<file path="src/rtl/timer_dev.sv">
// rtl/timer_dev.sv - memory-mapped countdown timer with one-shot / auto-reload modes and masked irq
//
// Optional feature macro: TIMER_PRESCALE_EN (enables the PRESCALE register at offset 3).
//
// Ports:
//   clk    in   1   clock, all state on rising edge
//   rst    in   1   synchronous active-low reset
//   sel    in   1   device selected by the bridge, qualifies we
//   addr   in   2   word offset (0 CTRL, 1 PRESET, 2 COUNT, 3 PRESCALE)
//   we     in   1   write strobe
//   wdata  in   32  write data
//   rdata  out  32  combinational read data for addr
//   irq    out  1   irq_flag & CTRL.IM
module timer_dev #(
    parameter int PRESCALE_WIDTH = 8
) (
    input  logic        clk,
    input  logic        rst,
    input  logic        sel,
    input  logic [1:0]  addr,
    input  logic        we,
    input  logic [31:0] wdata,
    output logic [31:0] rdata,
    output logic        irq
);

    localparam logic [1:0] A_CTRL     = 2'd0;
    localparam logic [1:0] A_PRESET   = 2'd1;
    localparam logic [1:0] A_COUNT    = 2'd2;
    localparam logic [1:0] A_PRESCALE = 2'd3;

    typedef enum logic [1:0] {
        S_IDLE,
        S_LOAD,
        S_CNT,
        S_INT
    } state_t;

    state_t      r_state;
    state_t      w_state_nxt;
    logic [3:0]  r_ctrl;        // [0] EN, [2:1] MODE, [3] IM
    logic [31:0] r_preset;
    logic [31:0] r_count;
    logic [31:0] w_count_nxt;
    logic        r_irq_flag;

    logic        w_wr;
    logic        w_ctrl_wr;
    logic        w_en_clr;
    logic        w_irq_set;
    logic        w_irq_clr;
    logic        w_tick;
    logic [PRESCALE_WIDTH-1:0] w_ps;

    assign w_wr      = sel & we;
    assign w_ctrl_wr = w_wr & (addr == A_CTRL);

`ifdef TIMER_PRESCALE_EN
    logic [PRESCALE_WIDTH-1:0] r_ps;
    logic [PRESCALE_WIDTH-1:0] r_ps_cnt;

    always_ff @(posedge clk) begin
        if (!rst) begin
            r_ps <= '0;
        end else if (w_wr && addr == A_PRESCALE) begin
            r_ps <= wdata[PRESCALE_WIDTH-1:0];
        end
    end

    // Down-counting divider: cleared in LOAD so the first CNT cycle ticks,
    // then reloaded with PS on each tick, giving a tick every PS+1 cycles and
    // expiry after E(3 + P*(PS+1)).
    always_ff @(posedge clk) begin
        if (!rst) begin
            r_ps_cnt <= '0;
        end else if (r_state == S_LOAD) begin
            r_ps_cnt <= '0;
        end else if (r_state == S_CNT && r_ctrl[0]) begin
            if (w_tick) begin
                r_ps_cnt <= r_ps;
            end else begin
                r_ps_cnt <= r_ps_cnt - 1'b1;
            end
        end
    end

    assign w_ps   = r_ps;
    assign w_tick = (r_ps_cnt == '0);
`else
    assign w_ps   = '0;
    assign w_tick = 1'b1;
`endif

    always_comb begin
        w_state_nxt = r_state;
        w_count_nxt = r_count;
        w_en_clr    = 1'b0;
        w_irq_set   = 1'b0;
        w_irq_clr   = 1'b0;
        case (r_state)
            S_IDLE: begin
                if (r_ctrl[0]) begin
                    w_state_nxt = S_LOAD;
                end
            end
            S_LOAD: begin
                w_count_nxt = r_preset;
                w_state_nxt = S_CNT;
            end
            S_CNT: begin
                if (!r_ctrl[0]) begin
                    w_state_nxt = S_IDLE;
                end else if (w_tick) begin
                    // Zero is tested before decrementing, so COUNT never wraps.
                    if (r_count == 32'd0) begin
                        w_state_nxt = S_INT;
                        w_irq_set   = 1'b1;
                    end else begin
                        w_count_nxt = r_count - 32'd1;
                    end
                end
            end
            S_INT: begin
                if (r_ctrl[2:1] == 2'd1) begin
                    w_irq_clr   = 1'b1;
                    w_state_nxt = S_LOAD;
                end else begin
                    w_en_clr    = 1'b1;
                    w_state_nxt = S_IDLE;
                end
            end
            default: begin
                w_state_nxt = S_IDLE;
            end
        endcase
    end

    always_ff @(posedge clk) begin
        if (!rst) begin
            r_state <= S_IDLE;
            r_count <= 32'd0;
        end else begin
            r_state <= w_state_nxt;
            r_count <= w_count_nxt;
        end
    end

    // A CPU write to CTRL takes priority over the FSM's EN clear and flag update.
    always_ff @(posedge clk) begin
        if (!rst) begin
            r_ctrl     <= 4'd0;
            r_irq_flag <= 1'b0;
        end else begin
            if (w_ctrl_wr) begin
                r_ctrl <= wdata[3:0];
            end else if (w_en_clr) begin
                r_ctrl[0] <= 1'b0;
            end

            if (w_ctrl_wr) begin
                r_irq_flag <= 1'b0;
            end else if (w_irq_set) begin
                r_irq_flag <= 1'b1;
            end else if (w_irq_clr) begin
                r_irq_flag <= 1'b0;
            end
        end
    end

    // PRESET changes only affect COUNT at the next LOAD.
    always_ff @(posedge clk) begin
        if (!rst) begin
            r_preset <= 32'd0;
        end else if (w_wr && addr == A_PRESET) begin
            r_preset <= wdata;
        end
    end

    always_comb begin
        rdata = 32'd0;
        case (addr)
            A_CTRL:     rdata = {28'd0, r_ctrl};
            A_PRESET:   rdata = r_preset;
            A_COUNT:    rdata = r_count;
            A_PRESCALE: rdata = 32'(w_ps);
            default:    rdata = 32'd0;
        endcase
    end

    assign irq = r_irq_flag & r_ctrl[3];

endmodule

</file>
<file path="config.mk">
export PLATFORM = sky130hd
export DESIGN_NAME = timer_dev
export DESIGN_NICKNAME = d
export VERILOG_FILES = /design/src/rtl/timer_dev.sv
export SDC_FILE = /design/constraint.sdc
export NUM_CORES = 1
export LEC_CHECK = 0
export ABC_CLOCK_PERIOD_IN_PS = 5000
export BUFFER_PORTS_ARGS = -buffer_cell sky130_fd_sc_hd__buf_4
export CAP_MARGIN = 20
export CELL_PAD_IN_SITES_DETAIL_PLACEMENT = 1
export CELL_PAD_IN_SITES_GLOBAL_PLACEMENT = 2
export CORE_UTILIZATION = 34
export CTS_CLUSTER_DIAMETER = 30
export DETAILED_ROUTE_END_ITERATION = 10
export HOLD_SLACK_MARGIN = 0.03
export PLACE_DENSITY_LB_ADDON = 0.05
export SLEW_MARGIN = 5
export SYNTH_ARGS = -nofsm -noshare
export SYNTH_HDL_FRONTEND = slang
export SYNTH_SLANG_ARGS = --single-unit
</file>
<file path="constraint.sdc">
create_clock -name clk -period 5 [get_ports clk]
set_input_delay 0.25 -clock clk [delete_from_list [all_inputs] [get_ports clk]]
set_output_delay 0.25 -clock clk [all_outputs]
set_load 0.1 [all_outputs]
</file>
**After elaboration in Yosys (flattened, before gate mapping)**

Cells that the tools add are included.

- $add $sub $neg: 1
- Equality and inequality tests: 11
- Reductions and logical operators: 10
- Muxes and demuxes: 20
- Bitwise gates (word level): 4

Operators with widths:

| kind | number |
|---|---|
| $pmux 32 s4 | 1 |
| $mux 32 | 2 |
| $pmux 32 s2 | 1 |
| $logic_not 32->1 | 1 |
| $sub 32x1->32 const B | 1 |
| $mux 1 | 12 |
| $eq 2x2->1 const B | 4 |
| $pmux 2 s4 | 1 |
| $eq 2x1->1 const B | 3 |
| $mux 2 | 3 |
| $ne 2x2->1 const B | 3 |
| $reduce_bool 2->1 | 3 |
| $logic_not 2->1 | 2 |
| $and 1x1->1 | 3 |
| $ne 3x3->1 const B | 1 |
| $reduce_and 3->1 | 1 |
| $reduce_and 2->1 | 1 |
| $reduce_or 2->1 | 1 |
| $logic_and 1x1->1 | 1 |
| $not 1->1 | 1 |

- Output and inout port bits: 33
- Logic and storage cells: 52
- Register bits after elaboration: 71

**Logic depth before layout (Yosys ltp)**

Gate-level depths: netlist (run 1).

- Depth after elaboration: 5
- Mapped depth: 9
- Mapped depth without buffers: 7

**Worst setup path before layout (run 1)**

Ideal clock, no wire load.

- Path type: input -> output
- Start point: input port addr[1]
- End point: output port rdata[0]
- Data arrival time: 2.734 ns
- Stages on the path: 3
- Buffers on the path: 1
- Setup slack: 2.016 ns
- Cells stage by stage: clkbuf_1 -> mux2i_1 -> o21ai_0

- Longest elaborated chain between the ends: 2

RTL lines:

| element | RTL line | text |
|---|---|---|
| from (decl) | 20 | `input logic [1:0] addr,` |
| $eq 2x2->1, or another cell as far along | 181 | `case (addr)` |
| $pmux 32 s4 * | 181 |  |
| to (decl) | 23 | `output logic [31:0] rdata,` |

Mark *: on every way between the ends. The rest lies on a longest branch, timed or not.

**Final worst setup path (run 1)**

- Start point: register r_count[0]
- End point: register r_count[9]

- Longest elaborated chain between the ends: 4

RTL lines:

| element | RTL line | text |
|---|---|---|
| from (decl) | 43 | `logic [31:0] r_count;` |
| from (signal assigned) | 144 | `r_count <= w_count_nxt;` |
| $sub 32x1->32 | 119 | `w_count_nxt = r_count - 32'd1;` |
| $mux 32 | 115 | `if (r_count == 32'd0) begin` |
| $mux 32 | 111 | `if (!r_ctrl[0]) begin` |
| $pmux 32 s2 | 100 | `case (r_state)` |

Several ways; a longest one is shown, not always the timed one. The select of a mux whose other input is x is not followed.
A chain may end at the register's enable or synchronous reset.

==> run metrics, run 1 <==
HP Class in2reg; RePlAce Congestion 0.776; die width 109 µm; Yosys top cell by area dfxtp_1; first-pass GRT wire length 22200 µm; clock period minus worst slack 3.24 ns; Placeable Area 11000 µm²; post-synthesis mux area share 1.79%; #FFs+latches synth 71; grt total ovfl 0; register area share after synthesis 36.4%; CP max stage delay 0.61 ns; Mapped Cells 527; Nets 607; Post-CTS Resized 0; largest family of logic cells by synthesized area compound AO/OA/AOI/OAI gates; Clock H-tree levels 3; number of flops mapped to enable cells by yosys 0; top_reg_cell synth dfxtp_1; diodes inserted 0; Leakage 1.77 nW; CP required 5.26 ns; DRC 0; Ports 71; number of CTS-inserted buffers 9; hold_buf cts 0; Post-CTS Setup Bufs 0; Die Y-Extent 109 µm; Tcrit/Tclk final 64.8%; Cell Rows 38; CTS root buf clkbuf_16; first-pass iteration count of the detailed router 4; Initial Util 35.4%; CTS tree built; Peak supply drop 121 µV; Max Clock Skew 0.00765 ns; fillers 1398; crit path cell chain inv_1 > ha_1 > or3b_2 > or4_4 > o31ai_4 > buf_4 > o21ai_1 > a21oi_1; initial antenna violation count 0; Synth cell types 49; simple-gate share of the synthesized area 24.6%; Synth Area in Compound Gates 30.7%; fin cells 713; IO buf count 70; share of cells above drive strength 1 18.3%; Critical Path Slowest Stage Cell o31ai_4; Worst EP arrival 3.50 ns; CP Class reg2reg; detailed-route wire length 13800 µm; Max Clk Rate 0.309 GHz; CTS max path bufs 2; DIE AREA 11900 µm²; Pins Over Slew Limit 0; asr flop ratio synth 0%; total number of vias 4097; Finish-stage setup viols 0; DR iter-0 viols 228; Worst-path clk slew 0.06 ns; Total GRT Usage 24.5%; RSZ-0062 raised after global routing no; crit path launch type register; area grow syn2layout 23.4%; sink count of the clock tree 71; via/cell ratio 5.75; CP max FO 30; vias in the first global route 4055; Syn Nets 566; Mapped Avg Cell Area 7.41 µm²; top post-synthesis cells by area dfxtp_1, nand2_1, a21oi_1; mean routed wirelength per cell 19.3 µm; Synth warnings 0; Final Hold Fails 0; status finished, final reports clean; setup total negative slack 0 ns; Netlist Area Pre-Place 3910 µm²; PwrDens 300 nW/µm²; area of the multi-input gates 2250 µm²; Worst Setup End Kind register; DP Wirelength 9340 µm; Synth Area in XOR/XNOR 0%; Slew @ Worst Pin 0.974 ns; register area 1420 µm²; largest net degree at the start of global routing 72; Max Cap Viol 0; post-synthesis adder-cell area fraction 0.320%; Slew Limit Headroom 34.7%; Detail Route Antenna Nets 0; top cell type's share of synthesized area 36.4%; worst skew pair latency 0.34 ns; Inst Count DP 697
==> cells in the mapped netlist, drive strengths merged, types with 10 or more instances <==
cell and instances:
nor3 16, a21oi 74, nand3 13, a22o 30, nor4 10, o21ai 29, dfxtp 71, nor2 26
nand2 109, a21o 10, o31ai 10, clkbuf 41
==> kinds of logic (layout without fill, tap and decap cells) <==
| group | after synthesis | in the layout |
|---|---|---|
| DFF | 71 | 71 |
| adders and majority gates | 1 | 1 |
| and+or+nand+nor | 208 | 208 |
| AOI/OAI and AO/OA | 185 | 185 |
| buffers and inverters | 55 | 101 |
| muxes | 7 | 7 |
==> state kept, by name, indices dropped and copies added, names as in the netlist <==
name,count
r_ctrl,4
r_state,2
r_irq_flag,1
r_preset,32
r_count,32
==> final timing paths <==
check,slack (ns),end,startpoint,cells after the start
max,1.76,r_count[9]$_SDFFE_PN0P_,r_count[0]$_SDFFE_PN0P_,8
max reg2reg,1.76,r_count[9]$_SDFFE_PN0P_,r_count[0]$_SDFFE_PN0P_,8
min,0.15,r_ctrl[0]$_SDFFE_PN0P_,wdata[0],3
min reg2reg,0.48,r_preset[28]$_SDFFE_PN0P_,r_preset[28]$_SDFFE_PN0P_,2
==> final cells by class <==
type / instances / share of cell area, %
clock buffer: 11 / 5.24
clock inverter: 5 / 2.15
inverter: 6 / 0.467
multi-input combinational: 401 / 46.7
sequential: 71 / 29.5
tap: 140 / 3.63
timing repair buffer: 79 / 12.3
==> layer usage <==
metal	track usage, %	up-vias	share of wire, %
met4	8.76	0	1.0
met1	35.3	2005	49
li1	-	1996	-
met5	0	-	0
met2	37.5	85	45
met3	2.87	11	4.6
==> critical path: cells and delay by family (launching register included) <==
| family | cells | cell delay, ns |
|---|---|---|
| AO/OA/AOI/OAI | 3 | 0.92 |
| adder cells (fa/ha/maj) | 1 | 0.22 |
| buffers and inverters | 2 | 0.54 |
| flip-flops | 1 | 0.33 |
| AND/OR/NAND/NOR | 2 | 1.13 |
==> per-stage QoR <==
stage / util, % / hold WS, ns / setup WS (ns) / area, µm² / total power [W]
finish: 43.7 / 0.152 / 1.76 / 4820 / 0.00144
global route: 43.7 / 0.168 / 1.58 / 4820 / 0.00149
CTS: 43.7 / 0.143 / 1.80 / 4820 / 0.00146
detailed placement: 40.5 / 0.472 / 1.82 / 4470 / 0.000684
global placement: 40.5 / 0.463 / 1.94 / 4470 / 0.000683
floorplan: - / 0.386 / 2.02 / 3910 / 0.000640
==> cells in the final DEF (no fill, tap or decap), types with 4 or more instances in the layout <==
cell         n
o21ai_1     19
o21ai_0     10
a21o_1      10
o31ai_1      9
clkbuf_16    9
nand3_1     13
dfxtp_1     71
or4_1        5
nor2_1      26
o211ai_1     6
nand2_1    109
buf_4       79
a21oi_1     74
a32oi_1      4
nor3_1      16
mux2i_1      7
a31oi_1      6
o32ai_1      4
a22o_1      30
nand4_1      7
inv_1        5
nor4_1       9
==> power breakdown <==
part / switching, W / leakage, nW / internal, W
registers: 0.00000713 / 0.573 / 0.000572
logic: 0.0000586 / 1.02 / 0.0000332
clock network: 0.000259 / 0.176 / 0.000515
total: 0.000324 / 1.77 / 0.00112
No activity file was read; power rests on OpenSTA's default activity.
==> run 2: changes to the inputs <==
Settings changed: ABC_CLOCK_PERIOD_IN_PS 5000 to 3250, CORE_UTILIZATION 34 to 31.
Clock period 5 ns to 3.25 ns, I/O delays scaled along.
==> run metrics, run 2 (same netlist as run 1, synthesis figures left out) <==
Die Y-Extent 114 µm (+4.6%); CP delay by family, top simple AND/OR/NAND/NOR gates; Placeable Area 12200 µm² (+10%); DRC 0 (unchanged); WP depth 6 (-2); clock power share 52.7% (-0.8 points); diodes inserted 0 (unchanged); commonest non-fill, non-tap cell in the layout nand2_1; CP required 3.50 ns (-1.76 ns); Nets 613 (+0.99%); routed wl met2 6190 µm (-0.79%); CTS max path bufs 2 (unchanged); CP Class reg2reg; Pint 0.00168 W (+50%); DR iter-0 viols 229 (+0.44%); CTS root buf clkbuf_16; die width 114 µm (+4.6%); met3 WL 464 µm (-28%); DIE AREA 13100 µm² (+9.5%); first-pass GRT wire length 22500 µm (+1.4%); Tcrit/Tclk final 85.7% (+21 points); Slew Limit Headroom 37.4% (+2.7 points); Post-CTS Resized 0 (unchanged); mean routed wirelength per cell 18.7 µm (-3.3%); Clock H-tree levels 3 (unchanged); via/cell ratio 5.50 (-4.4%); PwrDens 445 nW/µm² (+49%); Max Clk Rate 0.359 GHz (+16%); number of CTS-inserted buffers 9 (unchanged); Max Cap Viol 0 (unchanged); Initial Util 32.1% (-3.3 points); Leakage 1.80 nW (+1.7%); initial antenna violation count 0 (unchanged); RSZ-0062 raised after global routing no; clock period minus worst slack 2.79 ns (-0.454 ns); Reg2Reg Depth 6 (-2); RR Endpoint r_count[0]$_SDFFE_PN0P_; detailed-route wire length 14000 µm (+1.3%); total number of vias 4105 (+0.20%); Peak supply drop 271 µV (+120%); setup total negative slack 0 ns (unchanged); first-pass iteration count of the detailed router 4 (unchanged); Worst EP arrival 3.03 ns (-0.47 ns); RePlAce Congestion 0.795 (+2.5%); most frequent cells in the layout nand2_1, buf_4, a21oi_1; total power 0.00218 W (+51%); Pins Over Slew Limit 0 (unchanged); flop-to-flop setup slack 0.46 ns (-1.30 ns); Sw Ratio 23.1% (+0.61 points); worst reg2reg startpoint r_count[0]$_SDFFE_PN0P_; Cell Rows 40 (+5.3%); crit path launch type register; met1 WL 7110 µm (+5.2%); Slew @ Worst Pin 0.934 ns (-0.0401 ns); WP buf/inv 1 (-1); HP Class in2reg; status finished, final reports clean; worst skew pair latency 0.35 ns (about the same); largest net degree at the start of global routing 48 (-33%); crit path cell chain inv_1 > ha_1 > or3b_2 > or4_4 > o31a_1 > a221oi_1; P_sw 0.000504 W (+55%); hold_buf cts 0 (unchanged); biggest regs r_count (32), r_preset (32), r_ctrl (4); vias in the first global route 4103 (+1.2%); end of the critical path r_count[0]$_SDFFE_PN0P_; CTS tree built; Post-CTS Setup Bufs 0 (unchanged); Worst Setup End Kind register; area grow syn2layout 25.6%; Ports 71 (unchanged); sink count of the clock tree 71 (unchanged); Seq pwr share 40.8% (+0.7 points); CP max FO 17 (-43%); worst setup path start r_count[0]$_SDFFE_PN0P_; Worst-path clk slew 0.06 ns (about the same); share of cells above drive strength 1 19.0% (+0.67 points); CP max stage delay 0.59 ns (-0.02 ns); Critical Path Slowest Stage Cell or4_4; Top Layer Used met4; Finish-stage setup viols 0 (unchanged); Total GRT Usage 22.7% (-1.9 points); Final Hold Fails 0 (unchanged); grt total ovfl 0 (unchanged); Detail Route Antenna Nets 0 (unchanged); DP Wirelength 9530 µm (+2.1%); Max Clock Skew 0.00441 ns (-0.00325 ns); combinational power share 6.5% (about the same); IO buf count 70 (unchanged)
run 2: area by class of cell:
cell class                      instances  area (µm²)
Clock buffer                           10         229
Clock inverter                          6         109
Fill cell                            1494        7250
Inverter                                6        22.5
Multi-Input combinational cell        401        2250
Sequential cell                        71        1420
Tap cell                              168         210
Timing Repair Buffer                   85         663
run 2: through the flow:
step                      instance area [µm²]  hold slack, ns  std cells  setup WS, ns  util, %
final                                    4910          0.0596        747         0.465     40.4
after CTS                                4910          0.0529        747         0.465     40.4
after detailed placement                 4570           0.417        731         0.480     37.6
after floorplan                          3910           0.298        527         0.441        -
after global placement                   4570           0.405        731         0.548     37.6
after global routing                     4910          0.0636        747         0.355     40.4
run 2: per-layer routing:
metal  global-route usage [%]  up-vias
met5                        0        -
met4                     6.93        0
met3                     3.81       17
met2                     35.3       70
met1                     31.9     2010
li1                         -     2008
run 2: power groups by stage:
stage / clock network [W] / registers (W) / logic (W)
2_1_floorplan: 0 / 0.000905 / 0.0000794
3_3_place_gp: 0 / 0.000910 / 0.000144
3_5_place_dp: 0 / 0.000910 / 0.000145
4_1_cts: 0.00118 / 0.000891 / 0.000145
5_1_grt: 0.00120 / 0.000892 / 0.000155
6_report: 0.00115 / 0.000891 / 0.000142
run 2: tightest hold or removal path: stages:
cell     delay (ns)
buf_4          0.11
nand2_1        0.04
a21oi_1        0.05
run 2: worst min path at each step:
stage	startpoint	to	slack (ns)	cells after the start
final	wdata[9]	r_preset[9]$_SDFFE_PN0P_	0.06	3
after global routing	wdata[5]	r_preset[5]$_SDFFE_PN0P_	0.06	3
after CTS	wdata[21]	r_preset[21]$_SDFFE_PN0P_	0.05	3
after detailed placement	wdata[0]	r_ctrl[0]$_SDFFE_PN0P_	0.42	3
after global placement	wdata[0]	r_ctrl[0]$_SDFFE_PN0P_	0.40	3
after floorplan	wdata[28]	r_preset[28]$_SDFFE_PN0P_	0.30	2
